[config.mk]
export PLATFORM = sky130hd
export DESIGN_NAME = spi_register_slave_flat
export DESIGN_NICKNAME = d
export VERILOG_FILES = /design/src/rtl/spi_register_slave_if.sv /design/src/rtl/spi_register_slave.sv /design/src/flat_wrapper.sv
export SDC_FILE = /design/constraint.sdc
export NUM_CORES = 1
export LEC_CHECK = 0
export ABC_CLOCK_PERIOD_IN_PS = 8000
export CORE_ASPECT_RATIO = 1.25
export CORE_MARGIN = 2
export CORE_UTILIZATION = 55
export CTS_BUF_LIST = sky130_fd_sc_hd__clkbuf_4
export DETAILED_ROUTE_END_ITERATION = 7
export PLACE_DENSITY_LB_ADDON = 0.08
export SLEW_MARGIN = 15
export SYNTH_ARGS = -nofsm -noshare
export SYNTH_HDL_FRONTEND = slang
export SYNTH_SLANG_ARGS = --single-unit
[constraint.sdc]
create_clock -name clock -period 8 [get_ports clock]
set_input_delay 1.6 -clock clock [delete_from_list [all_inputs] [get_ports clock]]
set_output_delay 1.6 -clock clock [all_outputs]
set_load 0.02 [all_outputs]
[src/rtl/spi_register_slave_if.sv]
// SPI pin bundle between an SPI master and spi_register_slave.
//   sclk    : SPI clock, mode 0 (master -> slave)
//   mosi    : master-out data, MSB first (master -> slave)
//   cs      : chip select, active-low (master -> slave)
//   miso    : slave-out data, MSB first (slave -> master)
//   miso_oe : miso output enable, high while selected (slave -> master)
interface spi_register_slave_if;
   logic sclk;
   logic mosi;
   logic cs;
   logic miso;
   logic miso_oe;

   modport master (output sclk, output mosi, output cs, input miso, input miso_oe);
   modport slave  (input sclk, input mosi, input cs, output miso, output miso_oe);
endinterface

[src/rtl/spi_register_slave.sv]
// SPI mode-0 register-file slave. The first byte of a transaction is a command
// (bit7 = read, low bits = start address); every following byte writes or
// reads one register, with the address auto-incrementing and wrapping.
// All SPI pins are oversampled in the clock domain.
//   clock         : system clock
//   reset_n       : asynchronous active-low reset
//   spi           : SPI pins (slave modport)
//   register_0    : live contents of register 0
//   write_strobe  : one-cycle pulse on every register write
//   write_address : address of the last written register
//
// state   | meaning
// IDLE    | not selected, miso tri-stated (miso_oe = 0)
// COMMAND | shifting in the command byte, miso held at 0
// DATA    | transferring data bytes, write or read per latched R/W flag
module spi_register_slave #(
   parameter int         ADDRESS_WIDTH        = 4,
   parameter logic [7:0] REGISTER_RESET_VALUE = 8'h00
) (
   input  logic                     clock,
   input  logic                     reset_n,
   spi_register_slave_if.slave      spi,
   output logic [7:0]               register_0,
   output logic                     write_strobe,
   output logic [ADDRESS_WIDTH-1:0] write_address
);

   localparam int REG_COUNT = 2 ** ADDRESS_WIDTH;

   typedef enum logic [1:0] {IDLE, COMMAND, DATA} state_t;

   state_t                   state;
   logic [2:0]               sclk_sync;
   logic [2:0]               cs_sync;
   logic [1:0]               mosi_sync;
   logic [7:0]               rx_shift;
   logic [7:0]               tx_shift;
   logic [2:0]               bit_cnt;
   logic [ADDRESS_WIDTH-1:0] address;
   logic                     read_mode;
   logic                     tx_loaded;
   logic                     miso_oe_r;
   logic [7:0]               regs [REG_COUNT];

   logic                     sclk_rise;
   logic                     sclk_fall;
   logic                     cs_fall;
   logic                     cs_high;
   logic [7:0]               rx_next;
   logic [ADDRESS_WIDTH-1:0] cmd_address;
   logic [ADDRESS_WIDTH-1:0] address_inc;

   // Index 1 is the synchronized value, index 2 its previous sample for edges.
   always_ff @(posedge clock or negedge reset_n) begin
      if (!reset_n) begin
         sclk_sync <= 3'b000;
         cs_sync   <= 3'b111;
         mosi_sync <= 2'b00;
      end else begin
         sclk_sync <= {sclk_sync[1:0], spi.sclk};
         cs_sync   <= {cs_sync[1:0], spi.cs};
         mosi_sync <= {mosi_sync[0], spi.mosi};
      end
   end

   assign sclk_rise   = sclk_sync[1] & ~sclk_sync[2];
   assign sclk_fall   = ~sclk_sync[1] & sclk_sync[2];
   assign cs_fall     = ~cs_sync[1] & cs_sync[2];
   assign cs_high     = cs_sync[1];
   assign rx_next     = {rx_shift[6:0], mosi_sync[1]};
   assign cmd_address = rx_next[ADDRESS_WIDTH-1:0];
   assign address_inc = address + {{(ADDRESS_WIDTH-1){1'b0}}, 1'b1};

   always_ff @(posedge clock or negedge reset_n) begin
      if (!reset_n) begin
         state         <= IDLE;
         rx_shift      <= 8'h00;
         tx_shift      <= 8'h00;
         bit_cnt       <= 3'd0;
         address       <= '0;
         read_mode     <= 1'b0;
         tx_loaded     <= 1'b0;
         miso_oe_r     <= 1'b0;
         write_strobe  <= 1'b0;
         write_address <= '0;
         for (int i = 0; i < REG_COUNT; i++) regs[i] <= REGISTER_RESET_VALUE;
      end else begin
         write_strobe <= 1'b0;
         // Deselect wins over everything, including a byte completing this cycle.
         if (cs_high) begin
            state     <= IDLE;
            miso_oe_r <= 1'b0;
            tx_shift  <= 8'h00;
            tx_loaded <= 1'b0;
            bit_cnt   <= 3'd0;
         end else begin
            case (state)
               IDLE: begin
                  if (cs_fall) begin
                     state     <= COMMAND;
                     miso_oe_r <= 1'b1;
                     bit_cnt   <= 3'd0;
                     rx_shift  <= 8'h00;
                     tx_shift  <= 8'h00;
                  end
               end
               COMMAND: begin
                  if (sclk_rise) begin
                     rx_shift <= rx_next;
                     bit_cnt  <= bit_cnt + 3'd1;
                     if (bit_cnt == 3'd7) begin
                        address   <= cmd_address;
                        read_mode <= rx_next[7];
                        state     <= DATA;
                        if (rx_next[7]) begin
                           tx_shift  <= regs[cmd_address];
                           tx_loaded <= 1'b1;
                        end
                     end
                  end
               end
               DATA: begin
                  if (sclk_rise) begin
                     rx_shift <= rx_next;
                     bit_cnt  <= bit_cnt + 3'd1;
                     if (bit_cnt == 3'd7) begin
                        if (!read_mode) begin
                           regs[address] <= rx_next;
                           write_strobe  <= 1'b1;
                           write_address <= address;
                        end else begin
                           tx_shift  <= regs[address_inc];
                           tx_loaded <= 1'b1;
                        end
                        address <= address_inc;
                     end
                  end else if (sclk_fall) begin
                     // The falling edge right after a load must keep the new MSB on miso.
                     if (tx_loaded) tx_loaded <= 1'b0;
                     else           tx_shift  <= {tx_shift[6:0], 1'b0};
                  end
               end
               default: state <= IDLE;
            endcase
         end
      end
   end

   assign spi.miso    = tx_shift[7] & miso_oe_r;
   assign spi.miso_oe = miso_oe_r;
   assign register_0  = regs[0];

endmodule

[src/flat_wrapper.sv]
// flat-port wrapper written by rule: the top's interface ports become plain ports
module spi_register_slave_flat 
#(
   parameter int         ADDRESS_WIDTH        = 4,
   parameter logic [7:0] REGISTER_RESET_VALUE = 8'h00
)
  (clock, reset_n, register_0, write_strobe, write_address, spi_sclk, spi_mosi, spi_cs, spi_miso, spi_miso_oe);
  spi_register_slave_if spi_i ();
  input  logic clock;
  input  logic reset_n;
  output logic [7:0] register_0;
  output logic write_strobe;
  output logic [ADDRESS_WIDTH-1:0] write_address;
  input wire logic [$bits(spi_i.sclk)-1:0] spi_sclk;
  input wire logic [$bits(spi_i.mosi)-1:0] spi_mosi;
  input wire logic [$bits(spi_i.cs)-1:0] spi_cs;
  output wire logic [$bits(spi_i.miso)-1:0] spi_miso;
  output wire logic [$bits(spi_i.miso_oe)-1:0] spi_miso_oe;
  assign spi_i.sclk = spi_sclk;
  assign spi_i.mosi = spi_mosi;
  assign spi_i.cs = spi_cs;
  assign spi_miso = spi_i.miso;
  assign spi_miso_oe = spi_i.miso_oe;
  spi_register_slave #(.ADDRESS_WIDTH(ADDRESS_WIDTH), .REGISTER_RESET_VALUE(REGISTER_RESET_VALUE)) u_core (.clock(clock), .reset_n(reset_n), .spi(spi_i), .register_0(register_0), .write_strobe(write_strobe), .write_address(write_address));
endmodule
==> qor.txt <==
min-delay worst type: flop to flop
DRT antenna net count: 0
Top-Level Pins: 20
library cells used by synthesis: 47
IR drop worst, VDD: 130 uV
combined area of the multi-input logic cells: 0.00438 mm2
post-route clock skew: 0.0186 ns
number of buffers and inverters on the critical path: 1
drt total wl: 21.7 mm
area share of the largest cell type after synthesis: 46.1%
Slew Limit Headroom: 25.0%
Final Core Density: 59.0%
layout cells sized above 1: 36.8%
Floorplan Core Area: 0.0161 mm2
starting density of the core: 55.8%
clock tree root driver cell: clkbuf_4
data arrival time at the worst-slack endpoint: 1.75 ns
cell leakage power: 4.34 nW
Post-CTS Setup Bufs: 0
post-synthesis cell count: 664
launch instance of the worst min-delay path: u_core.cs_sync[0]
result of the run: completed
Die X: 118 um
Site Rows: 52
Pins Over Slew Limit: 0
number of antenna violations at the first check in global routing: 1
worst skew pair latency: 0.59 ns
H-tree depth: 4
area used by sequential logic in the layout: 0.00421 mm2
overall via count from detail_route: 5,691
top post-synthesis cells by area: dfrtp_1 46%, mux2_2 16%, mux4_2 13%
total CTS buffers: 17
synthesized cell area: 0.00896 mm2
cell type contributing the most total cell area after synthesis: dfrtp_1
global-route usage over all layers: 26.6%
CTS sink cnt: 168
Longest Clk Path Bufs: 2
share of the yosys chip area belonging to registers: 47.0%
PD cells: 195 mW/mm2
most frequently used flop master after synthesis: dfrtp_1
number of iterations in the first detailed-routing pass: 5
Peak Freq: 0.299 GHz
Worst R2R Start: u_core.address[0]
DRT iter0 DRCs: 499
vias in the first global route: 5,694
post-synthesis async set-or-reset flop share: 100%
Max Used Layer: met4
worst-path fanout max: 2
Placed Cells: 849
Mapped Nets: 680
Placement Setup Slack: 4.62 ns
count of buffers from port buffering: 19
final critical delay including setup and external delays: 3.35 ns
required time at the endpoint of the critical path: 6.40 ns
PnR worst setup slack: 4.65 ns
number of enable flip-flop cells after synthesis: 0
yosys warns: 0
Avg Cell Area, Syn: 13.5 um2
register clock-pin slew on the reported worst setup and hold paths: 0.14 ns
gr ovfl total: 0
global-route wire length before repair: 34.5 mm
Final Cycle Share: 41.9%
Worst Path Class, Setup: flop to output port
Cell Chain, Critical Path: and2_1 -> clkdlybuf4s50_1
Worst path top cell family by delay: buffers and inverters
Vias/cell: 6.45
Post-Route M1 WL: 8.94 mm
overall die area: 0.0173 mm2
kind of end point of the critical path: output port
GPL Wtd Cong: 0.866
maxcap violations: 0
startpoint type of the worst setup path: flop
RSZ-0062 raised after global routing: no
Finish-stage setup viols: 0
Crit. Startpoint: u_core.tx_shift[7]
# DRC: 0
crit-path max cell delay: 0.60 ns
quantity of gates resized following cts: 0
number of filler cells placed in the layout: 1,328
number of flip-flops and latches in the synthesized netlist: 168
final-stage net count: 668
number of failing hold endpoints at the final stage: 0
maximum number of pins on one net before global-route repair: 92
Final Instance Count excl. Fillers: 882
aggregate negative setup slack: 0 ns
TritonCTS clock tree: built
worst slew pin tran: 1.12 ns
Die Y-Extent: 147 um
growth of design area from synthesis to finish: 5.88%
amount of wire on met2 after detailed routing: 10.9 mm
routed wire length on met3: 1.24 mm
Hold-fix buffers, CTS: 0
average wire length per cell after detail routing: 24.6 um
CP max-delay cell: clkdlybuf4s50_1
HPWL after DPL: 14.0 mm
==> power by group <==
| group | internal, W | switching, W | total, W |
|---|---|---|---|
| Combinational | 0.000140 | 0.000244 | 0.000384 |
| Sequential | 0.000863 | 0.0000249 | 0.000888 |
| Clock | 0.000275 | 0.000298 | 0.000574 |
==> state kept, by name, summed over array words and instances (netlist names) <==
signal                flops
u_core.tx_shift           8
u_core.write_strobe       1
u_core.tx_loaded          1
u_core.address            4
u_core.rx_shift           7
u_core.write_address      4
u_core.read_mode          1
u_core.spi.miso_oe        1
u_core.state              2
u_core.cs_sync            3
u_core.mosi_sync          2
u_core.bit_cnt            3
u_core.regs             120
u_core.register_0         8
u_core.sclk_sync          3
==> kinds of logic after synthesis <==
kind of cell    synth area share (%)
buf+inv                         4.11
simple gates                    7.36
compound gates                  5.98
mux                             33.8
xor+xnor                       0.279
fa+ha+maj                       1.54
flops                           47.0
==> layer usage <==
| layer | vias up | global-route usage [%] |
|---|---|---|
| met5 | - | 0 |
| met4 | 0 | 11.3 |
| met3 | 50 | 5.28 |
| met2 | 190 | 42.6 |
| met1 | 2981 | 35.7 |
| li1 | 2470 | - |
==> through the flow <==
step / hold WS (ns) / total power [W] / instance area (um2)
finish: 0.365 / 0.00185 / 9490
global route: 0.372 / 0.00193 / 9490
CTS: 0.366 / 0.00186 / 9480
detailed placement: 0.347 / 0.00129 / 9150
global placement: 0.336 / 0.00128 / 9150
floorplan: 0.331 / 0.00120 / 8960
==> area by class of cell <==
cell class,count,share of cell area (%)
Antenna cell,1,0.0264
Clock buffer,17,1.35
Clock inverter,15,2.18
Inverter,9,0.356
Multi-Input combinational cell,429,46.2
Sequential cell,168,44.4
Tap cell,216,2.85
Timing Repair Buffer,27,2.65
==> worst paths after layout <==
check | depth (start not counted) | slack [ns] | to
max | 2 | 4.65 | spi_miso
min | 0 | 0.37 | u_core.cs_sync[1]
max reg2reg | 9 | 4.68 | u_core.tx_shift[6]
min reg2reg | 0 | 0.37 | u_core.cs_sync[1]
max in group asynchronous | 2 | 5.31 | u_core.mosi_sync[1]
min in group asynchronous | 1 | 1.07 | u_core.write_address[1]
==> synthesized netlist by cell type (2+ instances only) <==
cell type and n:
mux4_2 52, o221ai_1 5, nand3_1 4, o22ai_1 9
nor2_1 13, nor3_1 11, o21ai_0 30, buf_4 11
nand2_1 44, ha_1 11, buf_1 5, dfstp_2 3
buf_6 8, mux2_2 131, mux2i_1 38, nor2b_1 8
a21boi_0 2, a21oi_1 9, a31oi_1 7, a32oi_1 5
and2_1 2, inv_1 9, buf_2 11, nand4_4 3
nand2b_1 7, a211oi_1 4, nand3b_1 2, clkbuf_1 22
dfrtp_1 165, nand3_2 12, a221o_1 5
==> cells in the final DEF (no fill, tap or decap), types with 9 or more instances in the layout <==
| cell type | instances |
|---|---|
| a21oi_1 | 9 |
| clkbuf_4 | 17 |
| clkdlybuf4s50_1 | 18 |
| dfrtp_1 | 163 |
| ha_1 | 11 |
| inv_1 | 9 |
| mux2_2 | 131 |
| mux2i_1 | 38 |
| mux4_2 | 52 |
| nand2_1 | 44 |
| nand3_2 | 12 |
| nor2_1 | 13 |
| nor3_1 | 11 |
| o21ai_0 | 30 |
| o22ai_1 | 9 |
Note: power is estimated with default switching activity, not from simulation.
